### src/rtl/shift_sched_pkg.sv
// Shared definitions for the shift scheduler: state encoding, parameter
// limits and the round-robin winner selection.
package shift_sched_pkg;

  typedef enum logic [1:0] {
    S_IDLE  = 2'd0,
    S_SHIFT = 2'd1,
    S_FLUSH = 2'd2
  } state_e;

  localparam int unsigned WidthMin = 2;
  localparam int unsigned WidthMax = 32;
  localparam int unsigned DepthMin = 1;
  localparam int unsigned DepthMax = 16;

  // A lone requester wins outright; on a tie the source that was not served last wins.
  function automatic logic pick_winner(input logic [1:0] req, input logic last_owner);
    logic w;
    unique case (req)
      2'b01:   w = 1'b0;
      2'b10:   w = 1'b1;
      default: w = ~last_owner;
    endcase
    return w;
  endfunction

endpackage

### src/rtl/shift_chain.sv
// DEPTH-stage (data, valid) flop pipeline with asynchronous active-low clear.
module shift_chain #(
  parameter int unsigned DEPTH = 3
) (
  input  logic clk,
  input  logic reset_n,
  input  logic in_data,
  input  logic in_valid,
  output logic out_data,
  output logic out_valid
);

  logic [DEPTH-1:0] data_q;
  logic [DEPTH-1:0] valid_q;

  // Shift both lanes one stage per cycle; stage 0 takes the injected bit.
  always_ff @(posedge clk or negedge reset_n) begin
    if (!reset_n) begin
      data_q  <= '0;
      valid_q <= '0;
    end else begin
      data_q[0]  <= in_data;
      valid_q[0] <= in_valid;
      for (int i = 1; i < int'(DEPTH); i++) begin
        data_q[i]  <= data_q[i-1];
        valid_q[i] <= valid_q[i-1];
      end
    end
  end

  assign out_data  = data_q[DEPTH-1];
  assign out_valid = valid_q[DEPTH-1];

endmodule

### src/rtl/shift_sched.sv
// Two-source round-robin scheduler feeding one serial shift chain.
// A granted word is shifted out MSB-first, then the chain is flushed before
// the next grant so done lines up with the last payload bit at the tail.
module shift_sched
  import shift_sched_pkg::*;
#(
  parameter int unsigned WIDTH = 8,
  parameter int unsigned DEPTH = 3,
  parameter int unsigned CNT_W = 5
) (
  input  logic             clk,
  input  logic             reset_n,
  input  logic [1:0]       req,
  input  logic [WIDTH-1:0] data0,
  input  logic [WIDTH-1:0] data1,
  output logic [1:0]       ack,
  output logic             ser_out,
  output logic             ser_valid,
  output logic             owner,
  output logic             busy,
  output logic             done
);

  localparam logic [CNT_W-1:0] CntWordLast  = CNT_W'(WIDTH - 1);
  localparam logic [CNT_W-1:0] CntFlushLast = CNT_W'(DEPTH - 1);

  state_e           state_q, state_d;
  logic [WIDTH-1:0] shreg_q, shreg_d;
  logic [CNT_W-1:0] cnt_q, cnt_d;
  logic             owner_q, owner_d;
  logic             last_owner_q, last_owner_d;
  logic             winner;
  logic             inj_data, inj_valid;

  assign winner = pick_winner(req, last_owner_q);

  // Next-state, grant and chain-injection logic.
  always_comb begin
    state_d      = state_q;
    shreg_d      = shreg_q;
    cnt_d        = cnt_q;
    owner_d      = owner_q;
    last_owner_d = last_owner_q;
    ack          = 2'b00;
    inj_data     = 1'b0;
    inj_valid    = 1'b0;
    done         = 1'b0;
    unique case (state_q)
      S_IDLE: begin
        // reset_n gating keeps ack low while the async reset is held.
        if (req != 2'b00 && reset_n) begin
          ack[winner]  = 1'b1;
          shreg_d      = winner ? data1 : data0;
          owner_d      = winner;
          last_owner_d = winner;
          cnt_d        = '0;
          state_d      = S_SHIFT;
        end
      end
      S_SHIFT: begin
        inj_data  = shreg_q[WIDTH-1];
        inj_valid = 1'b1;
        shreg_d   = shreg_q << 1;
        cnt_d     = cnt_q + CNT_W'(1);
        if (cnt_q == CntWordLast) begin
          cnt_d   = '0;
          state_d = S_FLUSH;
        end
      end
      S_FLUSH: begin
        cnt_d = cnt_q + CNT_W'(1);
        if (cnt_q == CntFlushLast) begin
          done    = 1'b1;
          cnt_d   = '0;
          state_d = S_IDLE;
        end
      end
      default: state_d = S_IDLE;
    endcase
  end

  // State, counter, shift register and ownership registers.
  always_ff @(posedge clk or negedge reset_n) begin
    if (!reset_n) begin
      state_q      <= S_IDLE;
      shreg_q      <= '0;
      cnt_q        <= '0;
      owner_q      <= 1'b0;
      last_owner_q <= 1'b1;
    end else begin
      state_q      <= state_d;
      shreg_q      <= shreg_d;
      cnt_q        <= cnt_d;
      owner_q      <= owner_d;
      last_owner_q <= last_owner_d;
    end
  end

  assign busy  = (state_q != S_IDLE);
  assign owner = owner_q;

  shift_chain #(
    .DEPTH(DEPTH)
  ) u_chain (
    .clk      (clk),
    .reset_n  (reset_n),
    .in_data  (inj_data),
    .in_valid (inj_valid),
    .out_data (ser_out),
    .out_valid(ser_valid)
  );

endmodule

### config.mk
export PLATFORM = sky130hd
export DESIGN_NAME = shift_sched
export DESIGN_NICKNAME = d
export VERILOG_FILES = /design/src/rtl/shift_sched_pkg.sv /design/src/rtl/shift_chain.sv /design/src/rtl/shift_sched.sv
export SDC_FILE = /design/constraint.sdc
export NUM_CORES = 1
export LEC_CHECK = 0
export ABC_AREA = 1
export BUFFER_PORTS_ARGS = -buffer_cell sky130_fd_sc_hd__buf_2
export CAP_MARGIN = 20
export CORE_ASPECT_RATIO = 1.2
export CORE_MARGIN = 2
export CORE_UTILIZATION = 60
export CTS_BUF_LIST = sky130_fd_sc_hd__clkbuf_4 sky130_fd_sc_hd__clkbuf_8
export CTS_CLUSTER_DIAMETER = 120
export DETAILED_ROUTE_END_ITERATION = 8
export PLACE_DENSITY = 0.84
export SLEW_MARGIN = 15
export SYNTH_ARGS = -nofsm -noshare
export SYNTH_HDL_FRONTEND = slang
export SYNTH_SLANG_ARGS = --single-unit
export TNS_END_PERCENT = 20
### constraint.sdc
create_clock -name clk -period 2.85 [get_ports clk]
set_input_delay 0.57 -clock clk [delete_from_list [all_inputs] [get_ports clk]]
set_output_delay 0.57 -clock clk [all_outputs]
set_load 0.01 [all_outputs]
* Yosys cells after proc, flatten, opt, wreduce, memory -nomap -nowiden
Cells that the tools add are included.
Word-level totals: register bits after elaboration 23, bits in latches 0, memory bits (writable) 0, ROM bits 0, memories kept 0
Cells by class: add/sub/neg operators 1, $mul 0, divide/modulo/power cells 0, $lt $le $gt $ge 2, equal/unequal tests 9, shift-type cells 0, muxes and demuxes 20, bitwise logic cells 1, reduce and logical (&&, ||, !) cells 11
Operator list (number):
- $mux 8 | 2
- $pmux 8 s2 | 1
- $mux 5 | 3
- $pmux 5 s3 | 1
- $mux 2 | 5
- $ne 2x2->1 const B | 3
- $pmux 2 s3 | 1
- $reduce_and 2->1 | 3
- $reduce_bool 2->1 | 3
- $add 5x1->5 const B | 1
- $eq 5x2->1 const B | 1
- $eq 5x3->1 const B | 1
- $mux 1 | 5
- $eq 2x1->1 const B | 2
- $eq 2x2->1 const B | 2
- $reduce_and 3->1 | 1
- $reduce_bool 3->1 | 1
- $logic_and 1x1->1 | 2
- $logic_not 2->1 | 1
- $lt 1x2->1 const B | 1
- $pmux 1 s2 | 1
- $demux 1 s1 | 1
- $ge 1x1->1 const B | 1
- $not 1->1 | 1

* Depth between registers and ports, before layout
Gate-level depths: netlist of the first run.
depth after elaboration 8, depth in mapped cells 10, gate-level depth less buffers 9

* Hierarchy
A second synthesis of the first run with hierarchy kept.
Second synthesis, totals: cells, all modules 170, area, all modules 1280.0 µm²
Modules (own cells, without submodules):
- shift_sched | times used 1, cells an instance 164, area an instance 1129.8 µm², sequential area each 426.7 µm²
- shift_chain | times used 1, cells an instance 6, area an instance 150.1 µm², sequential area each 150.1 µm²

* Worst setup path after synthesis of the first run
No wires, ideal clock.
path type input to output, from in req[0], to out ack[1], arrival time 1.507 ns, required time 2.280 ns, slack 0.773 ns, cell stages on the path 6, path buffers 1, path through inv_1 ha_1 o21ai_4 buf_12 nand2_1 inv_1
Between the ends: word-level cells in the longest chain between the ends 8, elaborated cells between the ends (all ways) 12, those cells by class 2 x order compare; 2 x eq/ne; 5 x mux; 3 x reduce/logical
Ends and longest elaborated chain:
- start, declared | line shift_sched.sv:13 | input logic [1:0] req,
- $eq 2x2->1 / $eq 2x1->1 (equally long branches) | line shift_sched_pkg.sv:19 | unique case (req)
- $pmux 1 s2 | line shift_sched_pkg.sv:19
- $lt 1x2->1 (implied by the code) / $ge 1x1->1 (equally long branches) | line shift_sched.sv:52 | ack[winner] = 1'b1;
- $logic_and 1x1->1 (implied by the code) | line shift_sched.sv:52
- $mux 1 (implied by the code) | line shift_sched.sv:52
- $demux 1 s1 | line shift_sched.sv:52
- $mux 2 * | line shift_sched.sv:51 | if (req != 2'b00 && reset_n) begin
- $mux 2 * | line shift_sched.sv:48 | unique case (state_q)
- end, declared | line shift_sched.sv:16 | output logic [1:0] ack,
Every way passes the cells marked *; elsewhere a longest branch is shown, timed or not.

* Final worst setup path of the first run
from reg state_q[0], to out ack[1]
Between the ends: word-level cells in the longest chain between the ends 2
Ends and longest elaborated chain:
- start, declared | line shift_sched.sv:27 | state_e state_q, state_d;
- start signal, assigned | line shift_sched.sv:91 | state_q <= state_d;
- $logic_not 2->1 | line shift_sched.sv:48
- $mux 2 | line shift_sched.sv:48
No other way between the ends.

==> results of run 1 <==
==> worst reg2reg max path: cells and delay by family, from the launching register on <==
kind                     cells  cell delay (ns)
AO/OA/AOI/OAI                1             0.15
adder cells (fa/ha/maj)      1             0.43
buffers and inverters        1             0.10
flip-flops                   1             0.44
AND/OR/NAND/NOR              3             0.54
==> synth_stat cells <==
| master | instances |
|---|---|
| nand2_2 | 1 |
| buf_4 | 1 |
| nand4_1 | 1 |
| ha_1 | 8 |
| dfstp_2 | 1 |
| dfrtp_1 | 22 |
| nand3_2 | 2 |
| o21ai_4 | 1 |
| a21oi_1 | 1 |
| buf_2 | 2 |
| buf_12 | 1 |
| inv_1 | 28 |
| nand2_1 | 48 |
| inv_2 | 1 |
| o21ai_0 | 1 |
| nand3_1 | 19 |
| o211ai_2 | 1 |
| o21bai_1 | 8 |
| o21ai_2 | 6 |
| nor2_1 | 10 |
| o21ai_1 | 4 |
==> report_power, final <==
| part | internal (mW) | total (mW) | switching, mW |
|---|---|---|---|
| clock network | 0.0643 | 0.163 | 0.0982 |
| logic | 0.225 | 0.593 | 0.368 |
| registers | 0.449 | 0.519 | 0.0696 |
| total | 0.738 | 1.27 | 0.536 |
==> sequential cells by signal (all words and copies together) (netlist names) <==
name / cells
cnt_q: 5
last_owner_q: 1
owner: 1
shreg_q: 8
state_q: 2
u_chain.data_q: 3
u_chain.valid_q: 3
==> how the worst max path moves through the flow <==
| stage | from | to | slack (ns) | cells after the start |
|---|---|---|---|---|
| 2_1_floorplan | req[0] | ack[1] | 0.77 | 6 |
| 5_1_grt | state_q[0]$_DFFE_PN0P_ | ack[1] | 0.38 | 7 |
| 3_5_place_dp | req[0] | ack[1] | 0.73 | 9 |
| 4_1_cts | state_q[0]$_DFFE_PN0P_ | ack[1] | 0.60 | 7 |
| 3_3_place_gp | req[0] | ack[1] | 0.81 | 9 |
| 6_report | state_q[0]$_DFFE_PN0P_ | ack[1] | 0.58 | 7 |
==> layer usage <==
| layer | GRT usage (%) | share of wire (%) | vias to the layer above |
|---|---|---|---|
| li1 | - | - | 575 |
| met1 | 24.79 | 41 | 559 |
| met2 | 39.92 | 52 | 41 |
| met3 | 3.896 | 4.1 | 9 |
| met4 | 11.11 | 3.0 | 0 |
| met5 | 0 | 0 | - |
==> layout by cell type, fill, tap and decap left out, types with 2 or more instances in the layout <==
| cell type | instances |
|---|---|
| nand3_1 | 19 |
| o21ai_2 | 6 |
| nand2_1 | 48 |
| clkbuf_4 | 4 |
| nand3_2 | 2 |
| buf_2 | 26 |
| o21ai_1 | 4 |
| buf_4 | 2 |
| o21bai_1 | 8 |
| dfrtp_1 | 22 |
| ha_1 | 8 |
| inv_1 | 28 |
| nor2_1 | 10 |
==> kinds of logic after synthesis <==
logic type / after synthesis
AOI/OAI and AO/OA: 22
adders and majority gates: 8
and+or+nand+nor: 81
buffers and inverters: 33
DFF: 23
==> area by class of cell <==
type | count | area share [%]
tap | 30 | 2.477
multi-input combinational | 111 | 40.71
sequential | 23 | 38.07
timing repair buffer | 28 | 9.579
inverter | 29 | 7.184
clock buffer | 4 | 1.982
==> stage by stage <==
stage / std cells / setup slack, ns / hold WS, ns
2_1_floorplan: 167 / 0.7732 / 0.2744
6_report: 225 / 0.5752 / 0.1092
3_3_place_gp: 221 / 0.8145 / 0.3337
3_5_place_dp: 221 / 0.7337 / 0.3411
5_1_grt: 225 / 0.3779 / 0.1154
4_1_cts: 225 / 0.5991 / 0.1195
==> run metrics, run 1 <==
status=completed; Final Hold Viols=0; core region area=0.002095 mm2; DP Area=0.001485 mm2; post-route cell area=0.001515 mm2; GRT overflow=0; crit path buf inv count=4; vias per cell=5.262; compound-gate portion of the synthesized area=12.79%; IR Drop Worst-Case VDD=698.3 uV; Nets=224; worst clock skew=0.003409 ns; post-detail-place hpwl=~2000 um; flop2flop setup slack=1.11 ns; mux cell area share after synthesis=0%; clock slew at reported path FFs=~0.12 ns; Distinct cells, synth=21; # DRC=0; Critical Path End Type=primary output; Die Area=0.002629 mm2; Sequential Area=576.8 um2; first-pass GRT wire length=4388 um; leakage=just under 0.9 nW; Power Total=1.274 mW; CP Launch Type=register; crit share post-route=between 70% and 80%; Crit path top cell by count=inv_1; clk_lat worst skew=between 0.3 and 0.4 ns; DRT Pass-1 Iters=4; width of the die=47.14 um; gr usage total=22.81%; post-route ant nets=0; # Post-CTS Setup Buffers=0; CTS Hold Bufs=0; Resized Gates After CTS=0; Slew @ Worst Pin=between 0.4 and 0.5 ns; max capacitance violation total=0; most area-hungry cell type in the Yosys netlist=dfrtp_1; initial antenna violation count=0; via count=around 1200; worst endpoint required time=2.28 ns; routed length per instance=11.29 um; CTS sink count=23; share of layout cells above drive strength 1=a little under a quarter; Post-Synth Simple-Gate Area=25.77%; pins over their slew limit=0; RSZ-0062 raised after global routing=false; Slew headroom=70.32%; Power per Cell Area=841.1 mW/mm2; Crit Path Category=register to primary output; CTS H-Tree Depth=1; Tmin final=2.275 ns; RR Endpoint=shreg_q[6]$_DFFE_PN0P_; clk buf depth=2; warning count from the yosys run=0; max incr delay on CP=about 0.44 ns; Synth Area per Inst=8.024 um2; reg2reg path depth=6; synth top area cells=dfrtp_1 41%, nand2_1 13%, inv_1 7.8%, ha_1 7.5%, nand3_1 7.1%; Fmax achieved=between 0.4 and 0.5 GHz; wirelength, routed=~2500 um; post-synthesis adder-cell area fraction=roughly 7.5%; fill count=174; Seq/Total Area, Yosys=a little over two fifths; Area Growth Syn to Fin=13.07%; source of the worst register-to-register timing path=state_q[1]$_DFFE_PN0P_; row count=18; Post-Synth XOR/XNOR Area=0%; Starting Density=a little under two thirds; cells along the critical path=inv_1, ha_1, nand3_2, inv_1, nand2_1, inv_1, buf_2; crit-path max FO=13; final core area utilization=72.34%; Top delay family on crit path=flip-flops; post-synth top area share=41.08%; Port Buffers=26; I/O pin count=27; Placer Congestion=around 0.87; number of global-route vias before repair=1131; final setup TNS=0 ns; area of the multi-input gates=616.8 um2; FF+latch count, synth=23; TritonCTS buffer count=3; ant diodes=0; Die Ht=55.77 um; Syn Inst Count=between 150 and 200; Finish-stage setup viols=0; syn_nets=195; largest family of logic cells by synthesized area=simple AND/OR/NAND/NOR gates; HP Class=input pin to asynchronous set/reset pin; clock root cell=clkbuf_4; Crit-path slowest cell=dfrtp_1; CTS tree=yes; DR iter-0 viols=16; pin count of the biggest net entering global routing=17; Worst EP arrival=1.70 ns; Post-Syn Area=approximately 0.0013 mm2
Power figures use the tool's default switching activity.
==> inputs of run 2 (changes only) <==
--- a/config.mk
+++ b/config.mk
@@ -10,11 +10,11 @@
 export CAP_MARGIN = 20
 export CORE_ASPECT_RATIO = 1.2
 export CORE_MARGIN = 2
-export CORE_UTILIZATION = 60
+export CORE_UTILIZATION = 56
 export CTS_BUF_LIST = sky130_fd_sc_hd__clkbuf_4 sky130_fd_sc_hd__clkbuf_8
 export CTS_CLUSTER_DIAMETER = 120
 export DETAILED_ROUTE_END_ITERATION = 8
-export PLACE_DENSITY = 0.84
+export PLACE_DENSITY = 0.79
 export SLEW_MARGIN = 15
 export SYNTH_ARGS = -nofsm -noshare
 export SYNTH_HDL_FRONTEND = slang
==> constraint.sdc (replaced) <==
create_clock -name clk -period 2.3 [get_ports clk]
set_input_delay 0.46 -clock clk [delete_from_list [all_inputs] [get_ports clk]]
set_output_delay 0.46 -clock clk [all_outputs]
set_load 0.01 [all_outputs]
==> run 2 against run 1 <==
  * Cell count increased by 0.89%
  * Clock skew is 0.0018 ns higher
  * Highest routed layer unchanged
  * Largest cell class unchanged
  * Setup slack lost 0.44 ns
  * Wire length is 2.4% higher
  * Clock power up 23%
==> run metrics, run 2 (synthesis results as in run 1) <==
final setup TNS=0 ns (unchanged); number of global-route vias before repair=1142 (+0.97%); max capacitance violation total=0 (unchanged); Area Growth Syn to Fin=13.73%; GRT overflow=0 (unchanged); first-pass GRT wire length=4443 um (+1.3%); # Post-CTS Setup Buffers=0 (unchanged); post-route cell area=0.001524 mm2 (+0.58%); Critical Path End Type=primary output; Die Ht=57.59 um (+3.3%); clock root cell=clkbuf_4; Die Area=0.002802 mm2 (+6.6%); Power Total=1.581 mW (+24%); Crit Path Category=register to primary output; DP Area=0.001494 mm2 (+0.59%); leakage=0.8724 nW (+0.59%); Finish-stage setup viols=0 (unchanged); clk buf depth=2 (unchanged); clock slew at reported path FFs=0.13 ns (about the same); TritonCTS buffer count=3 (unchanged); CTS sink count=23 (unchanged); DR iter-0 viols=12 (-4); clk_lat worst skew=0.31 ns (about the same); Min Hold Slack=0.007810 ns (-0.1014 ns); wirelength, routed=2600 um (+2.4%); most common cell after layout, fill and taps aside=nand2_1; fill count=208 (+20%); post-detail-place hpwl=2103 um (+5.6%); Slew headroom=75.64% (+5.3 points); crit share post-route=93.98%; post-route ant nets=0 (unchanged); ant diodes=0 (unchanged); I/O pin count=27 (unchanged); commonest cells after routing, fill and taps aside=48 x nand2_1, 28 x inv_1, 26 x buf_2; routed length per instance=11.45 um (+1.5%); CTS Hold Bufs=0 (unchanged); share of layout cells above drive strength 1=23.47% (+0.39 points); CTS H-Tree Depth=1 (unchanged); Final Hold Viols=0 (unchanged); Power per Cell Area=1037 mW/mm2 (+23%); pin count of the biggest net entering global routing=17 (unchanged); crit-path max FO=13 (unchanged); most flop-heavy register=shreg_q; area of the multi-input gates=616.8 um2 (unchanged); Tmin final=2.162 ns; status=completed; pins over their slew limit=0 (unchanged); worst endpoint required time=1.84 ns (-0.44 ns); Port Buffers=26 (unchanged); via count=1165 (-1.6%); Resized Gates After CTS=0 (unchanged); Slew @ Worst Pin=0.3645 ns (-0.08076 ns); CP Launch Type=register; Worst EP arrival=1.70 ns (about the same); width of the die=48.66 um (+3.2%); gr usage total=20.53% (-2.3 points); vias per cell=5.132 (-2.5%); RSZ-0062 raised after global routing=false; Sequential Area=576.8 um2 (unchanged); DRT Pass-1 Iters=4 (unchanged); # DRC=0 (unchanged); Placer Congestion=0.8489 (-2.2%); CTS tree=yes; Largest regs=shreg_q (8), cnt_q (5); IR Drop Worst-Case VDD=670.5 uV (-4.0%); Starting Density=58.72% (-5.3 points); max FFs per register=8 (unchanged); reg2reg path depth=7 (+1); flop2flop setup slack=0.67 ns (-0.44 ns); HP Class=input pin to asynchronous set/reset pin; row count=19 (+1); worst clock skew=0.005194 ns (+0.001785 ns); Nets=225 (+0.45%); Fmax achieved=approximately 0.46 GHz; core region area=0.002282 mm2 (+9.0%); initial antenna violation count=0 (unchanged)
run 2: worst paths after layout:
path	startpoint	to
setup reg to reg	state_q[0]$_DFFE_PN0P_	cnt_q[3]$_DFFE_PN0P_
hold reg to reg	u_chain.valid_q[1]$_DFF_PN0_	u_chain.valid_q[2]$_DFF_PN0_
min in group clk	u_chain.valid_q[1]$_DFF_PN0_	u_chain.valid_q[2]$_DFF_PN0_
hold / removal	reset_n	shreg_q[3]$_DFFE_PN0P_
setup / recovery	state_q[1]$_DFFE_PN0P_	ack[1]
max in group asynchronous	reset_n	u_chain.valid_q[0]$_DFF_PN0_
run 2: cell type report:
cell class                 instances  area share (%)
sequential                        23           37.85
multi-input combinational        111           40.48
tap                               31           2.545
inverter                          29           7.143
timing repair buffer              29           10.02
clock buffer                       4           1.970
run 2: metal layers:
metal  global-route usage, %  vias up  routed length, um
met5                       0        -                  0
met1                   19.80      549               1023
met4                   8.163        0                 40
met2                   42.47       31               1437
met3                   3.141        5                 99
li1                        -      580                  -
run 2: power breakdown:
group / internal [mW] / switching (mW) / leakage [nW]
clock: 0.0796 / 0.121 / 0.0184
sequential: 0.556 / 0.0841 / 0.297
combinational: 0.285 / 0.454 / 0.556
run 2: per-stage QoR:
stage	utilization (%)	worst slack (ns)	cells
2_1_floorplan	-	0.4432	167
3_3_place_gp	65.46	0.4749	223
3_5_place_dp	65.46	0.3490	223
4_1_cts	66.78	0.1337	227
5_1_grt	66.78	0.005287	227
6_report	66.78	0.1384	227
run 2: worst max-delay path: stages (launching register included):
cell     delay [ns]
dfrtp_1        0.45
inv_1          0.10
ha_1           0.20
nand3_2        0.24
inv_1          0.12
nand2_1        0.09
inv_1          0.07
buf_2          0.12
==> inputs of run 3 (changes only) <==
--- a/config.mk
+++ b/config.mk
@@ -10,13 +10,14 @@
 export CAP_MARGIN = 20
 export CORE_ASPECT_RATIO = 1.2
 export CORE_MARGIN = 2
-export CORE_UTILIZATION = 56
+export CORE_UTILIZATION = 60
 export CTS_BUF_LIST = sky130_fd_sc_hd__clkbuf_4 sky130_fd_sc_hd__clkbuf_8
 export CTS_CLUSTER_DIAMETER = 120
 export DETAILED_ROUTE_END_ITERATION = 8
-export PLACE_DENSITY = 0.79
+export PLACE_DENSITY = 0.85
 export SLEW_MARGIN = 15
 export SYNTH_ARGS = -nofsm -noshare
 export SYNTH_HDL_FRONTEND = slang
+export SYNTH_HIERARCHICAL = 1
 export SYNTH_SLANG_ARGS = --single-unit
 export TNS_END_PERCENT = 20
==> constraint.sdc (replaced) <==
create_clock -name clk -period 2.5 [get_ports clk]
set_input_delay 0.5 -clock clk [delete_from_list [all_inputs] [get_ports clk]]
set_output_delay 0.5 -clock clk [all_outputs]
set_load 0.01 [all_outputs]
==> run 3 against run 2 <==
  * Cell area down 3.5%
  * Setup slack better by 0.11 ns
  * Synthesized area shrank 4.5%
  * Flip-flop and latch count is the same
  * Sequential power is 7.7% lower
  * First-iteration DRC count is the same
  * Clock-buffer cell count shrank 1
  * Hold slack better by 0.35 ns
  * Via count down 4.1%
  * Clock power fell by 18%
  * Largest cell class unchanged
==> run metrics, run 3 <==
status=completed; HP Class=register to register; asr flop ratio synth=100.0% (unchanged); max incr delay on CP=0.52 ns (+0.07 ns); cells along the critical path=dlygate4sd3_1, buf_2, nand3_1, nor2_1, buf_2; most common cell after layout, fill and taps aside=nand2_1; # Post-CTS Setup Buffers=0 (unchanged); vias per cell=4.857 (-5.4%); TritonCTS buffer count=3 (unchanged); Top delay family on crit path=buffers and inverters; row count=18 (-1); post-route cell area=0.001470 mm2 (-3.5%); Synth Area per Inst=7.529 um2 (-6.2%); Placer Congestion=0.8496 (about the same); crit path buf inv count=3 (-1); width of the die=46.17 um (-5.1%); Starting Density=62.45% (+3.7 points); Power Total=1.480 mW (-6.4%); Worst Hold Depth=0; Post-Synth XOR/XNOR Area=0.6843% (+0.68 points); CTS sink count=23 (unchanged); Finish-stage setup viols=0 (unchanged); first-pass GRT wire length=4112 um (-7.4%); FF+latch count, synth=23 (unchanged); pins over their slew limit=0 (unchanged); Nets=229 (+1.8%); DRT Pass-1 Iters=4 (unchanged); share of layout cells above drive strength 1=20.50% (-3.0 points); CTS tree=yes; warning count from the yosys run=6 (+6); leakage=0.8570 nW (-1.8%); Port Buffers=26 (unchanged); Slew @ Worst Pin=0.5428 ns (+0.1783 ns); wirelength, routed=2351 um (-9.6%); Post-Syn Area=0.001280 mm2 (-4.5%); Power per Cell Area=1007 mW/mm2 (-2.9%); Largest regs=shreg_q (8), cnt_q (5); mux cell area share after synthesis=0% (unchanged); CTS Hold Bufs=1 (+1); RSZ-0062 raised after global routing=false; CP Launch Type=input pin; number of global-route vias before repair=1037 (-9.2%); ys flop type=dfrtp_1; Area Growth Syn to Fin=14.86%; Crit path top cell by count=buf_2; max FFs per register=8 (unchanged); largest family of logic cells by synthesized area=simple AND/OR/NAND/NOR gates; RR Endpoint=shreg_q[6]$_DFFE_PN0P_; most area-hungry cell type in the Yosys netlist=dfrtp_1; CTS H-Tree Depth=1 (unchanged); initial antenna violation count=0 (unchanged); pin count of the biggest net entering global routing=19 (+2); IR Drop Worst-Case VDD=742.4 uV (+11%); Crit Path Category=input pin to primary output; Seq/Total Area, Yosys=45.06% (+2.0 points); Critical Path End Type=primary output; # DRC=0 (unchanged); syn_nets=198 (+1.5%); clk_lat worst skew=0.30 ns (about the same); synth top area cells=dfrtp_1 43%, nand2_1 18%, ha_1 7.8%, inv_1 6.5%, nor2_1 5.9%; core region area=0.002049 mm2 (-10%); Syn Inst Count=170 (+1.8%); Crit-path slowest cell=dlygate4sd3_1; worst clock skew=0.003411 ns (-0.001783 ns); Distinct cells, synth=18 (-14%); flop2flop setup slack=0.86 ns (+0.19 ns); Worst EP arrival=1.75 ns (+0.05 ns); reg2reg path depth=6 (-1); GRT overflow=0 (unchanged); post-detail-place hpwl=1886 um (-10%); ant diodes=0 (unchanged); Die Area=0.002520 mm2 (-10%); Die Ht=54.60 um (-5.2%); worst endpoint required time=2.00 ns (+0.16 ns); compound-gate portion of the synthesized area=4.790% (-8.0 points); Post-Layout Cell Count=230 (+1.3%); routed length per instance=10.22 um (-11%); I/O pin count=27 (unchanged); gr usage total=22.54% (+2.0 points); final setup TNS=0 ns (unchanged); most flop-heavy register=shreg_q; clock slew at reported path FFs=0.12 ns (about the same); number of flops mapped to enable cells by yosys=0 (unchanged); top post-synthesis cells by count=62 x nand2_1, 22 x dfrtp_1, 22 x inv_1; post-synthesis adder-cell area fraction=7.820% (+0.35 points); Post-Synth Simple-Gate Area=33.14% (+7.4 points); Tmin final=2.252 ns; Final Hold Viols=0 (unchanged); clk buf depth=2 (unchanged); clock root cell=clkbuf_4; post-route ant nets=0 (unchanged); crit-path max FO=8 (-5); via count=1117 (-4.1%); Min-Delay Startpoint=u_chain/data_q[0]$_DFF_PN0_; crit share post-route=90.09%; DR iter-0 viols=12 (unchanged); commonest cells after routing, fill and taps aside=62 x nand2_1, 26 x buf_2, 22 x inv_1, 22 x dfrtp_1, 20 x nor2_1; post-synth top area share=43.01% (+1.9 points); source of the worst register-to-register timing path=state_q[1]$_DFFE_PN0P_; Resized Gates After CTS=0 (unchanged); hold path endpoint=u_chain/data_q[1]$_DFF_PN0_; most frequent cell after synthesis=nand2_1; Fmax achieved=about 0.44 GHz; DP Area=0.001433 mm2 (-4.1%); max capacitance violation total=0 (unchanged); Placed Instances=225 (+0.90%); Slew headroom=63.81% (-12 points)
## run 3: layout make-up
| class | count | area (um2) |
|---|---|---|
| multi-input cells | 122 | 594.3 |
| fillers | 167 | 579.3 |
| flip-flops and latches | 23 | 576.8 |
| repair buffers | 28 | 147.6 |
| inverters | 23 | 86.33 |
| well taps | 30 | 37.54 |
| clock buffers | 3 | 22.52 |
| clock inverters | 1 | 5.005 |
## run 3: how the worst max path moves through the flow
stage / from / end / slack [ns] / depth (start not counted)
finish: reset_n / ack[1] / 0.25 / 5
global route: reset_n / ack[1] / 0.14 / 5
CTS: reset_n / ack[1] / 0.25 / 5
detailed placement: req[0] / ack[0] / 0.47 / 6
global placement: req[0] / ack[0] / 0.55 / 6
floorplan: req[0] / ack[1] / 0.73 / 6
## run 3: kinds of logic (layout without fill, tap and decap cells)
| group | count (synthesis) | in the layout |
|---|---|---|
| XOR/XNOR | 1 | 1 |
| buffers and inverters | 25 | 55 |
| flip-flops | 23 | 23 |
| AND/OR/NAND/NOR | 103 | 103 |
| adder cells (fa/ha/maj) | 8 | 8 |
| AO/OA/AOI/OAI | 10 | 10 |
## run 3: routing by layer
metal	vias up	part of all wire, %	track usage (%)
met5	-	0	0
met2	28	51	40.51
li1	578	-	-
met4	0	1.1	10.95
met3	4	4.0	3.300
met1	507	44	25.47
## run 3: worst reg2reg max path, delay by kind of cell, from the launching register on
| family | cells | cell delay [ns] |
|---|---|---|
| AO/OA/AOI/OAI | 2 | 0.57 |
| buffers and inverters | 1 | 0.08 |
| adder cells (fa/ha/maj) | 1 | 0.29 |
| AND/OR/NAND/NOR | 2 | 0.18 |
| flip-flops | 1 | 0.42 |
## run 3: stage by stage
step	worst slack [ns]	hold slack (ns)	utilization, %
after global placement	0.5550	0.3336	69.90
after global routing	0.1447	0.3839	71.73
after detailed placement	0.4701	0.3371	69.90
final	0.2478	0.3623	71.73
after floorplan	0.7341	0.2044	-
after CTS	0.2547	0.3659	71.73
## run 3: power by group
| part | total (mW) | internal [mW] | switching (mW) |
|---|---|---|---|
| clock | 0.164 | 0.0596 | 0.104 |
| sequential | 0.591 | 0.519 | 0.0722 |
| combinational | 0.725 | 0.251 | 0.474 |
| total | 1.48 | 0.830 | 0.650 |
